File: config.mk
export PLATFORM = sky130hd
export DESIGN_NAME = hazard_controller
export DESIGN_NICKNAME = d
export VERILOG_FILES = /design/src/rtl/hazard_controller_pkg.sv /design/src/rtl/hazard_detect.sv /design/src/rtl/hazard_controller.sv
export SDC_FILE = /design/constraint.sdc
export NUM_CORES = 1
export LEC_CHECK = 0
export ABC_AREA = 1
export CAP_MARGIN = 15
export CORE_MARGIN = 1.5
export CORE_UTILIZATION = 54
export CTS_CLUSTER_DIAMETER = 200
export DETAILED_ROUTE_END_ITERATION = 8
export PLACE_DENSITY = 0.83
export SLEW_MARGIN = 20
export SYNTH_ARGS = -nofsm -noshare
export SYNTH_HDL_FRONTEND = slang
export SYNTH_SLANG_ARGS = --single-unit
File: constraint.sdc
create_clock -name clk -period 4.95 [get_ports clk]
set_clock_uncertainty 0.15 [all_clocks]
set_input_delay 0.7425 -clock clk [delete_from_list [all_inputs] [get_ports clk]]
set_output_delay 0.7425 -clock clk [all_outputs]
set_load 0.01 [all_outputs]
File: src/rtl/hazard_controller_pkg.sv
// Shared encodings for the pipeline sequencing controller: FSM states,
// ValidReg bit positions, the x0 index and the bundled control vector.
package hazard_controller_pkg;

  typedef enum logic [1:0] {
    ST_RUN      = 2'd0,
    ST_MDU_BUSY = 2'd1,
    ST_MEM_WAIT = 2'd2
  } state_t;

  localparam int VR_RD  = 0;
  localparam int VR_RS1 = 1;
  localparam int VR_RS2 = 2;

  localparam logic [4:0] REG_X0 = 5'd0;

  // One field per pipeline control output, so the FSM can clear them all at once.
  typedef struct packed {
    logic if_stall;
    logic id_stall;
    logic ex_stall;
    logic mem_stall;
    logic ex_bubble;
    logic mem_bubble;
    logic wb_bubble;
    logic if_id_flush;
    logic id_ex_flush;
    logic mdu_start;
  } ctrl_t;

  localparam ctrl_t CTRL_IDLE = '0;

endpackage

File: src/rtl/hazard_detect.sv
// Combinational hazard terms: load-use between EX and ID, and data-memory wait.
// Kept separate so trace/debug logic can observe the same terms.
module hazard_detect
  import hazard_controller_pkg::*;
(
  input  logic [4:0] i_id_rs1,
  input  logic [4:0] i_id_rs2,
  input  logic       i_id_rs1_vld,
  input  logic       i_id_rs2_vld,
  input  logic [4:0] i_ex_rd,
  input  logic       i_ex_rd_vld,
  input  logic       i_ex_is_load,
  input  logic       i_mem_dmem_req,
  input  logic       i_dmem_ready,
  output logic       o_load_use,
  output logic       o_mem_wait
);

  logic w_rs1_hit;
  logic w_rs2_hit;

  assign w_rs1_hit = i_id_rs1_vld && (i_id_rs1 == i_ex_rd);
  assign w_rs2_hit = i_id_rs2_vld && (i_id_rs2 == i_ex_rd);

  // A load to x0 produces nothing to wait for.
  assign o_load_use = i_ex_is_load && i_ex_rd_vld && (i_ex_rd != REG_X0) &&
                      (w_rs1_hit || w_rs2_hit);

  assign o_mem_wait = i_mem_dmem_req && !i_dmem_ready;

endmodule

File: src/rtl/hazard_controller.sv
// Pipeline sequencing controller: resolves hazards forwarding cannot cover,
// drives stage stall/flush/bubble controls, MDU launch, watchdog and stall counter.
module hazard_controller
  import hazard_controller_pkg::*;
#(
  parameter int CNT_W       = 32,
  parameter int MDU_TIMEOUT = 64
) (
  input  logic             clk,
  input  logic             rst,
  input  logic [4:0]       ID_rs1,
  input  logic [4:0]       ID_rs2,
  input  logic [2:0]       ID_ValidReg,
  input  logic [4:0]       EX_rd,
  input  logic [2:0]       EX_ValidReg,
  input  logic             EX_is_load,
  input  logic             EX_is_mdu,
  input  logic             EX_branch_taken,
  input  logic             mdu_done,
  input  logic             MEM_dmem_req,
  input  logic             dmem_ready,
  output logic             IF_stall,
  output logic             ID_stall,
  output logic             EX_stall,
  output logic             MEM_stall,
  output logic             EX_bubble,
  output logic             MEM_bubble,
  output logic             WB_bubble,
  output logic             IF_ID_flush,
  output logic             ID_EX_flush,
  output logic             mdu_start,
  output logic             mdu_timeout,
  output logic [CNT_W-1:0] stall_cycles
);

  localparam int WD_W = $clog2(MDU_TIMEOUT + 1);
  localparam logic [WD_W-1:0] WD_LAST = WD_W'(MDU_TIMEOUT - 1);
  localparam logic [WD_W-1:0] WD_MAX  = WD_W'(MDU_TIMEOUT);

  state_t           r_state;
  state_t           w_state_next;
  logic             r_done_q;
  logic             r_ret_mdu;
  logic [WD_W-1:0]  r_wd_cnt;
  logic             r_timeout;
  logic [CNT_W-1:0] r_stall_cycles;

  ctrl_t w_ctrl;
  logic  w_load_use;
  logic  w_mem_wait;
  logic  w_done_any;
  logic  w_done_set;
  logic  w_done_clr;
  logic  w_wd_clr;
  logic  w_wd_inc;
  logic  w_unused;

  hazard_detect u_hazard_detect (
    .i_id_rs1       (ID_rs1),
    .i_id_rs2       (ID_rs2),
    .i_id_rs1_vld   (ID_ValidReg[VR_RS1]),
    .i_id_rs2_vld   (ID_ValidReg[VR_RS2]),
    .i_ex_rd        (EX_rd),
    .i_ex_rd_vld    (EX_ValidReg[VR_RD]),
    .i_ex_is_load   (EX_is_load),
    .i_mem_dmem_req (MEM_dmem_req),
    .i_dmem_ready   (dmem_ready),
    .o_load_use     (w_load_use),
    .o_mem_wait     (w_mem_wait)
  );

  // ID's rd bit and EX's source bits play no part in hazard detection.
  assign w_unused   = ^{ID_ValidReg[VR_RD], EX_ValidReg[VR_RS2:VR_RS1]};
  assign w_done_any = mdu_done || r_done_q;

  // NOTE: every signal driven here gets a default first, so no path can leave one
  // unassigned and infer a latch.
  always_comb begin
    w_ctrl       = CTRL_IDLE;
    w_state_next = r_state;
    w_done_set   = 1'b0;
    w_done_clr   = 1'b0;
    w_wd_clr     = 1'b0;
    w_wd_inc     = 1'b0;

    if (w_mem_wait) begin
      // Memory wait freezes everything up to MEM; the MDU keeps computing.
      w_ctrl.if_stall  = 1'b1;
      w_ctrl.id_stall  = 1'b1;
      w_ctrl.ex_stall  = 1'b1;
      w_ctrl.mem_stall = 1'b1;
      w_ctrl.wb_bubble = 1'b1;
      w_done_set       = mdu_done;
      if (r_state == ST_RUN) w_state_next = ST_MEM_WAIT;
    end else begin
      unique case (r_state)
        ST_RUN: begin
          if (EX_is_mdu && EX_ValidReg[VR_RD]) begin
            w_ctrl.mdu_start  = 1'b1;
            w_ctrl.if_stall   = 1'b1;
            w_ctrl.id_stall   = 1'b1;
            w_ctrl.ex_stall   = 1'b1;
            w_ctrl.mem_bubble = 1'b1;
            w_wd_clr          = 1'b1;
            w_state_next      = ST_MDU_BUSY;
          end else if (EX_branch_taken) begin
            w_ctrl.if_id_flush = 1'b1;
            w_ctrl.id_ex_flush = 1'b1;
          end else if (w_load_use) begin
            w_ctrl.if_stall  = 1'b1;
            w_ctrl.id_stall  = 1'b1;
            w_ctrl.ex_bubble = 1'b1;
          end
        end
        ST_MDU_BUSY: begin
          if (w_done_any) begin
            w_done_clr   = 1'b1;
            w_state_next = ST_RUN;
          end else begin
            w_ctrl.if_stall   = 1'b1;
            w_ctrl.id_stall   = 1'b1;
            w_ctrl.ex_stall   = 1'b1;
            w_ctrl.mem_bubble = 1'b1;
            w_wd_inc          = 1'b1;
          end
        end
        ST_MEM_WAIT: begin
          w_done_set   = mdu_done && r_ret_mdu;
          w_state_next = r_ret_mdu ? ST_MDU_BUSY : ST_RUN;
        end
        default: w_state_next = ST_RUN;
      endcase
    end

    if (rst) w_ctrl = CTRL_IDLE;
  end

  // NOTE: state is updated with non-blocking assignments so every register samples
  // the pre-edge values, independent of statement order.
  // NOTE: every register, counters included, is cleared by reset; none holds data
  // that could be left uninitialised.
  always_ff @(posedge clk) begin
    if (rst) begin
      r_state        <= ST_RUN;
      r_done_q       <= 1'b0;
      r_ret_mdu      <= 1'b0;
      r_wd_cnt       <= '0;
      r_timeout      <= 1'b0;
      r_stall_cycles <= '0;
    end else begin
      r_state <= w_state_next;

      if (w_done_clr)      r_done_q <= 1'b0;
      else if (w_done_set) r_done_q <= 1'b1;

      if (r_state != ST_MEM_WAIT && w_state_next == ST_MEM_WAIT)
        r_ret_mdu <= (r_state == ST_MDU_BUSY);

      // Watchdog parks at its limit; the flag is sticky until reset.
      if (w_wd_clr) begin
        r_wd_cnt <= '0;
      end else if (w_wd_inc && r_wd_cnt != WD_MAX) begin
        r_wd_cnt <= r_wd_cnt + 1'b1;
        if (r_wd_cnt == WD_LAST) r_timeout <= 1'b1;
      end

      if (w_ctrl.if_stall && r_stall_cycles != '1)
        r_stall_cycles <= r_stall_cycles + 1'b1;
    end
  end

  assign IF_stall     = w_ctrl.if_stall;
  assign ID_stall     = w_ctrl.id_stall;
  assign EX_stall     = w_ctrl.ex_stall;
  assign MEM_stall    = w_ctrl.mem_stall;
  assign EX_bubble    = w_ctrl.ex_bubble;
  assign MEM_bubble   = w_ctrl.mem_bubble;
  assign WB_bubble    = w_ctrl.wb_bubble;
  assign IF_ID_flush  = w_ctrl.if_id_flush;
  assign ID_EX_flush  = w_ctrl.id_ex_flush;
  assign mdu_start    = w_ctrl.mdu_start;
  assign mdu_timeout  = r_timeout;
  assign stall_cycles = r_stall_cycles;

endmodule

==> results.toml, run 1 <==
[finish]
design_area_um2 = 3740
drive_gt1_share_pct = 4.32
fin_util_pct = 71.9
area_growth_pct = 25.9
n_antenna_cell = 0
layout.nets = 587

[logic_synthesis]
synth_top_area_share_pct = 29.7
synth_cell_types = 26
ys_ff_latch = 44
synth_fa_ha_area_share_pct = 1.26
ys_warn_count = 0
syn_avg_cell_area_um2 = 6.00
yosys-mux-area-fraction_pct = 0
synth_top_area_cell = "dfxtp_1"
synthesis.nets = 527
synth_compound_area_share_pct = 9.35
synth_xor_area_share_pct = 4.42
yosys.area_share.simple_pct = 46.9
synth_area_leaders = "dfxtp_1 30%, nand2_1 23%, nor2_1 9.0%"
synthCells = 495
synth_area_um2 = 2970
ys_seq_area_share_pct = 29.7
synth_top_family_by_area = "simple AND/OR/NAND/NOR gates"

[placement]
placed_cell_area_um2 = 3640
io_buffers = 68
dp_hpwl_um = 5990
gp_congestion = 0.940

[floorplan]
fp.dieH_um = 77.2
rows = 26
start_util_pct = 57.1
die-area_um2 = 5950
num_io_pins = 72
fp.dieW_um = 77.2
core-area_um2 = 5200

[pwr]
ir_worst_vdd_v = 0.000161
internal_power_mw = 0.508
switching_share_pct = 26.8
p_seq_share_pct = 51.9
switching_power_mw = 0.186
power_density_nw_per_um2 = 186
clockPowerShare_pct = 35.5
total_power_mw = 0.694
pwr-share-comb_pct = 12.7
leakage_nw = 1.41

[grt]
grt_pass1_wl_um = 13800
gr-usage-met1_pct = 37.7
grt_max_degree = 38
met3_usage_pct = 4.29
grt.met2_usage_pct = 47.3
grt_antenna_before_repair = 0
grt_pass1_vias = 3025
top_usage_layer = "met2"
grt_use_total_pct = 28.4
grt_overflow_total = 0

[worst_setup_path]
rrSetupSlack_ns = 2.16
max_stage_delay_ns = 0.62
end_kind = "output pin"
path_max_fanout = 37
worstPathArrival_ns = 2.84
path_common_cell = "clkdlybuf4s50_1"
crit_type = "in -> out"
required_ns = 4.06
worstPathCellList = "clkdlybuf4s50_1 -> buf_4 -> inv_2 -> nand3_1 -> a21oi_1 -> nand2_1 -> nand2_4 -> clkdlybuf4s50_1"
worst_path_max_delay_cell = "clkdlybuf4s50_1"
startpoint_type = "input port"

[outcome]
status = "finished clean"

[clock_tree]
post-cts-setup-buffers = 0
ctsHoldBuffers = 0
cts_resized = 0
clkLatencyLatePin_ns = 0.31
cts_made_buffers = 5
clockBufferDepth = 2
cts_tree = "built"
root_buffer = "clkbuf_8"
htreeDepth = 2
cts_sinks = 44
cts.clk_slew.worst_paths_ns = 0.08

[detailed_routing]
dr.pass1.iters = 4
drt_iter0_drc = 165
routed_wl_um = 7970
drc = 0
wl_per_cell_um = 12.7
viasPerCell = 5.15
route.vias.total = 3227
ant_nets = 0

[sta]
tightest_slew_ns = 0.683
setup_viol = 0
fin_crit_ns = 3.74
max_freq_mhz = 268
whs_ns = 0.304
tns_ns = 0
finalCritPeriodShare_pct = 75.5
relSlewSlack_pct = 54.3
drv_slew = 0
rsz0062_at_grt = "no"
hold_viol = 0

[min_path]
min_path_type = "reg -> reg"

[job]
maxCapViolCount = 0
## cells in the mapped netlist
cell        n
nand2_1   180
nor2_1     71
dfxtp_1    44
a21oi_1    43
nand3_1    38
inv_1      37
nand3b_1   15
xor2_1     11
o21ai_0     8
buf_2       7
nor3_1      5
nor2_2      4
xnor2_1     4
buf_4       3
buf_6       3
clkbuf_1    3
ha_1        3
nand2_4     3
nor2_4      3
inv_2       2
nand2_2     2
nand4_1     2
a211oi_1    1
a31oi_1     1
o21ai_2     1
or2_0       1
## layout by cell type (no fill, tap or decap), types with 3 or more instances in the layout
master           Yosys  final
clkbuf_8             0      6
clkdlybuf4s50_1      0     68
xnor2_1              4      4
nor3_1               5      5
nand2_4              3      3
o21ai_0              8      8
nor2_2               4      4
xor2_1              11     11
ha_1                 3      3
nor2_1              71     71
inv_1               37     37
nand3_1             38     38
a21oi_1             43     43
nand2_1            180    180
dfxtp_1             44     44
nor2_4               3      3
nand3b_1            15     15
## sequential cells by signal, summed over array words and instances, names as in the netlist
name          count
r_wd_cnt          7
r_state           2
stall_cycles     32
r_done_q          1
mdu_timeout       1
r_ret_mdu         1
## power by group through the flow
stage | clock [mW] | combinational (mW) | sequential, mW
3_3_place_gp | 0 | 0.0857 | 0.368
4_1_cts | 0.253 | 0.0879 | 0.360
6_report | 0.246 | 0.0879 | 0.360
2_1_floorplan | 0 | 0.0513 | 0.368
5_1_grt | 0.265 | 0.0977 | 0.361
3_5_place_dp | 0 | 0.0877 | 0.368
## critical path, delay by kind of cell
kind                   cells  cell delay (ns)
AOI/OAI and AO/OA          1             0.12
buffers and inverters      4             1.43
and+or+nand+nor            3             0.54
## metal layers
metal  wire length (um)  vias to the layer above
li1                   -                     1689
met1               3660                     1441
met2               3750                       86
met3                425                       11
met4                130                        0
met5                  0                        -
## cells by family (layout without fill, tap and decap cells)
logic type	after synthesis	in the layout
AOI/OAI and AO/OA	54	54
and+or+nand+nor	324	324
adders and majority gates	3	3
buffers and inverters	55	116
DFF	44	44
xor gates and xnor gates	15	15
## final cells by class
cell class	instances	area [um^2]
Clock buffer	6	82.6
Clock inverter	2	15.0
Fill cell	482	1460
Multi-Input combinational cell	396	1840
Timing Repair Buffer	69	688
Tap cell	70	87.6
Inverter	39	146
Sequential cell	44	881
## metrics by stage
stage | std cells | setup slack (ns)
floorplan | 495 | 2.34
finish | 626 | 1.21
CTS | 626 | 1.22
global placement | 618 | 1.25
global route | 626 | 1.08
detailed placement | 618 | 1.23
## path summary, 6_finish.rpt
path,cells after the start,endpoint,start
worst max-delay path,8,ID_stall,rst
worst min-delay path,2,r_ret_mdu,r_ret_mdu
worst max register to register,9,stall_cycles[2],stall_cycles[0]
worst min register to register,2,r_ret_mdu,r_ret_mdu
Power figures use the tool's default switching activity.
==> run 2: changes to the inputs <==
- CORE_UTILIZATION: 54 -> 50
- PLACE_DENSITY: 0.83 -> 0.78
- clock period: 4.95 -> 3.6 ns (I/O delays scaled with it)
==> run 2 against run 1 <==
Effect of this change:
- wire length is 0.94% lower
- highest routed layer unchanged
- largest cell class unchanged
- largest power group unchanged
- sequential cell count unchanged
- final area is 0.37% higher
==> results.toml, run 2 (synthesized netlist as in run 1, its figures left out) <==
[detailed_routing]
routed_wl_um = 7900
drt_iter0_drc = 194
wl_per_cell_um = 12.5
viasPerCell = 5.11
dr.pass1.iters = 6
drc = 0
ant_nets = 0
route.vias.total = 3218

[clock_tree]
clkLatencyLatePin_ns = 0.30
ctsHoldBuffers = 0
post-cts-setup-buffers = 0
root_buffer = "clkbuf_8"
clockBufferDepth = 2
cts.clk_slew.worst_paths_ns = 0.09
cts_sinks = 44
cts_tree = "built"
cts_made_buffers = 5
cts_resized = 0
htreeDepth = 2

[worst_setup_path]
end_kind = "output pin"
startpoint_type = "input port"
timing.critical_path.max_delay_family = "buffers and inverters"
max_stage_delay_ns = 0.57
worstPathArrival_ns = 2.32
worstPathCellList = "clkdlybuf4s50_1 -> inv_1 -> nand2_1 -> nand2_1 -> nor2_1 -> nand3_1 -> nand2_1 -> nand2_1 -> nor3_1 -> clkdlybuf4s50_1"
crit_type = "in -> out"
worst_path_max_delay_cell = "clkdlybuf4s50_1"
required_ns = 2.91
path_max_fanout = 4
critPathBufInv = 3
path_common_cell = "nand2_1"

[finish]
instances_no_fill = 630
n_antenna_cell = 0
area_growth_pct = 26.4
final_common_cell = "nand2_1"
design_area_um2 = 3750
layout_common_cells = "180 x nand2_1, 71 x nor2_1, 68 x clkdlybuf4s50_1"
largest_register_ffs = 32
drive_gt1_share_pct = 4.66
layout.nets = 589

[outcome]
status = "finished clean"

[min_path]
min_path_type = "reg -> reg"

[pwr]
switching_share_pct = 27.5
p_seq_share_pct = 52.3
internal_power_mw = 0.686
ir_worst_vdd_v = 0.000258
leakage_nw = 1.42
power_density_nw_per_um2 = 252
pwr-share-comb_pct = 12.8
switching_power_mw = 0.260
total_power_mw = 0.947
clockPowerShare_pct = 34.9

[floorplan]
die-area_um2 = 6410
rows = 27
core-area_um2 = 5610
fp.dieH_um = 80.1
num_io_pins = 72
fp.dieW_um = 80.1
start_util_pct = 53.0

[sta]
drv_slew = 0
max_freq_mhz = 333
finalCritPeriodShare_pct = 83.5
tightest_slew_ns = 0.661
setup_viol = 0
hold_viol = 0
tns_ns = 0
fin_crit_ns = 3.01
relSlewSlack_pct = 55.5
rsz0062_at_grt = "no"

[job]
maxCapViolCount = 0

[placement]
dpl.cell_count = 622
dp_hpwl_um = 6150
placed_cell_area_um2 = 3660
gp_congestion = 0.940
io_buffers = 68

[grt]
grt_max_degree = 37
grt_pass1_wl_um = 13300
grt_overflow_total = 0
grt_pass1_vias = 2899
grt_antenna_before_repair = 0
grt_use_total_pct = 26.2
run 2: cell types whose count changed in the layout (fill, tap and decap cells not counted), sizes merged:
| cell | change |
|---|---|
| buf | +2 |
| inv | +2 |
| clkinvlp | -1 |
| clkbuf | -1 |
run 2: cell type report:
type / count / area (um^2)
multi-input cells: 396 / 1840
inverters: 39 / 146
flip-flops and latches: 44 / 881
well taps: 72 / 90.1
clock inverters: 3 / 25.0
clock buffers: 5 / 68.8
fillers: 573 / 1850
repair buffers: 71 / 703
run 2: final timing paths:
check | startpoint | to | slack, ns | depth (start not counted)
min reg2reg | r_ret_mdu | r_ret_mdu | 0.30 | 2
min | r_ret_mdu | r_ret_mdu | 0.30 | 2
max reg2reg | stall_cycles[0] | stall_cycles[1] | 1.18 | 9
max | EX_rd[2] | EX_bubble | 0.59 | 10
run 2: layer usage:
layer / global-route usage, % / share of wire (%) / vias up
met4: 5.52 / 0.80 / 0
met1: 35.4 / 47 / 1444
met3: 3.98 / 6.0 / 6
met5: 0 / 0 / -
met2: 43.9 / 46 / 79
li1: - / - / 1689
run 2: through the flow:
step	util [%]	hold WS, ns	setup WS (ns)
6_report	67.0	0.296	0.594
5_1_grt	67.0	0.338	0.450
4_1_cts	67.0	0.299	0.585
3_5_place_dp	65.3	0.282	0.589
3_3_place_gp	65.3	0.282	0.622
2_1_floorplan	-	0.270	1.39
run 2: worst register-to-register path: cells and delay by family, from the launching register on:
kind	cells	cell delay [ns]
compound gates	1	0.16
fa+ha+maj	1	0.38
buf+inv	1	0.09
flops	1	0.49
simple gates	6	1.08
run 2: power by group through the flow:
stage	registers, mW	clock network [mW]	logic (mW)
after global routing	0.496	0.353	0.135
after CTS	0.495	0.338	0.122
after global placement	0.506	0	0.118
final	0.495	0.330	0.121
after floorplan	0.506	0	0.0705
after detailed placement	0.507	0	0.121
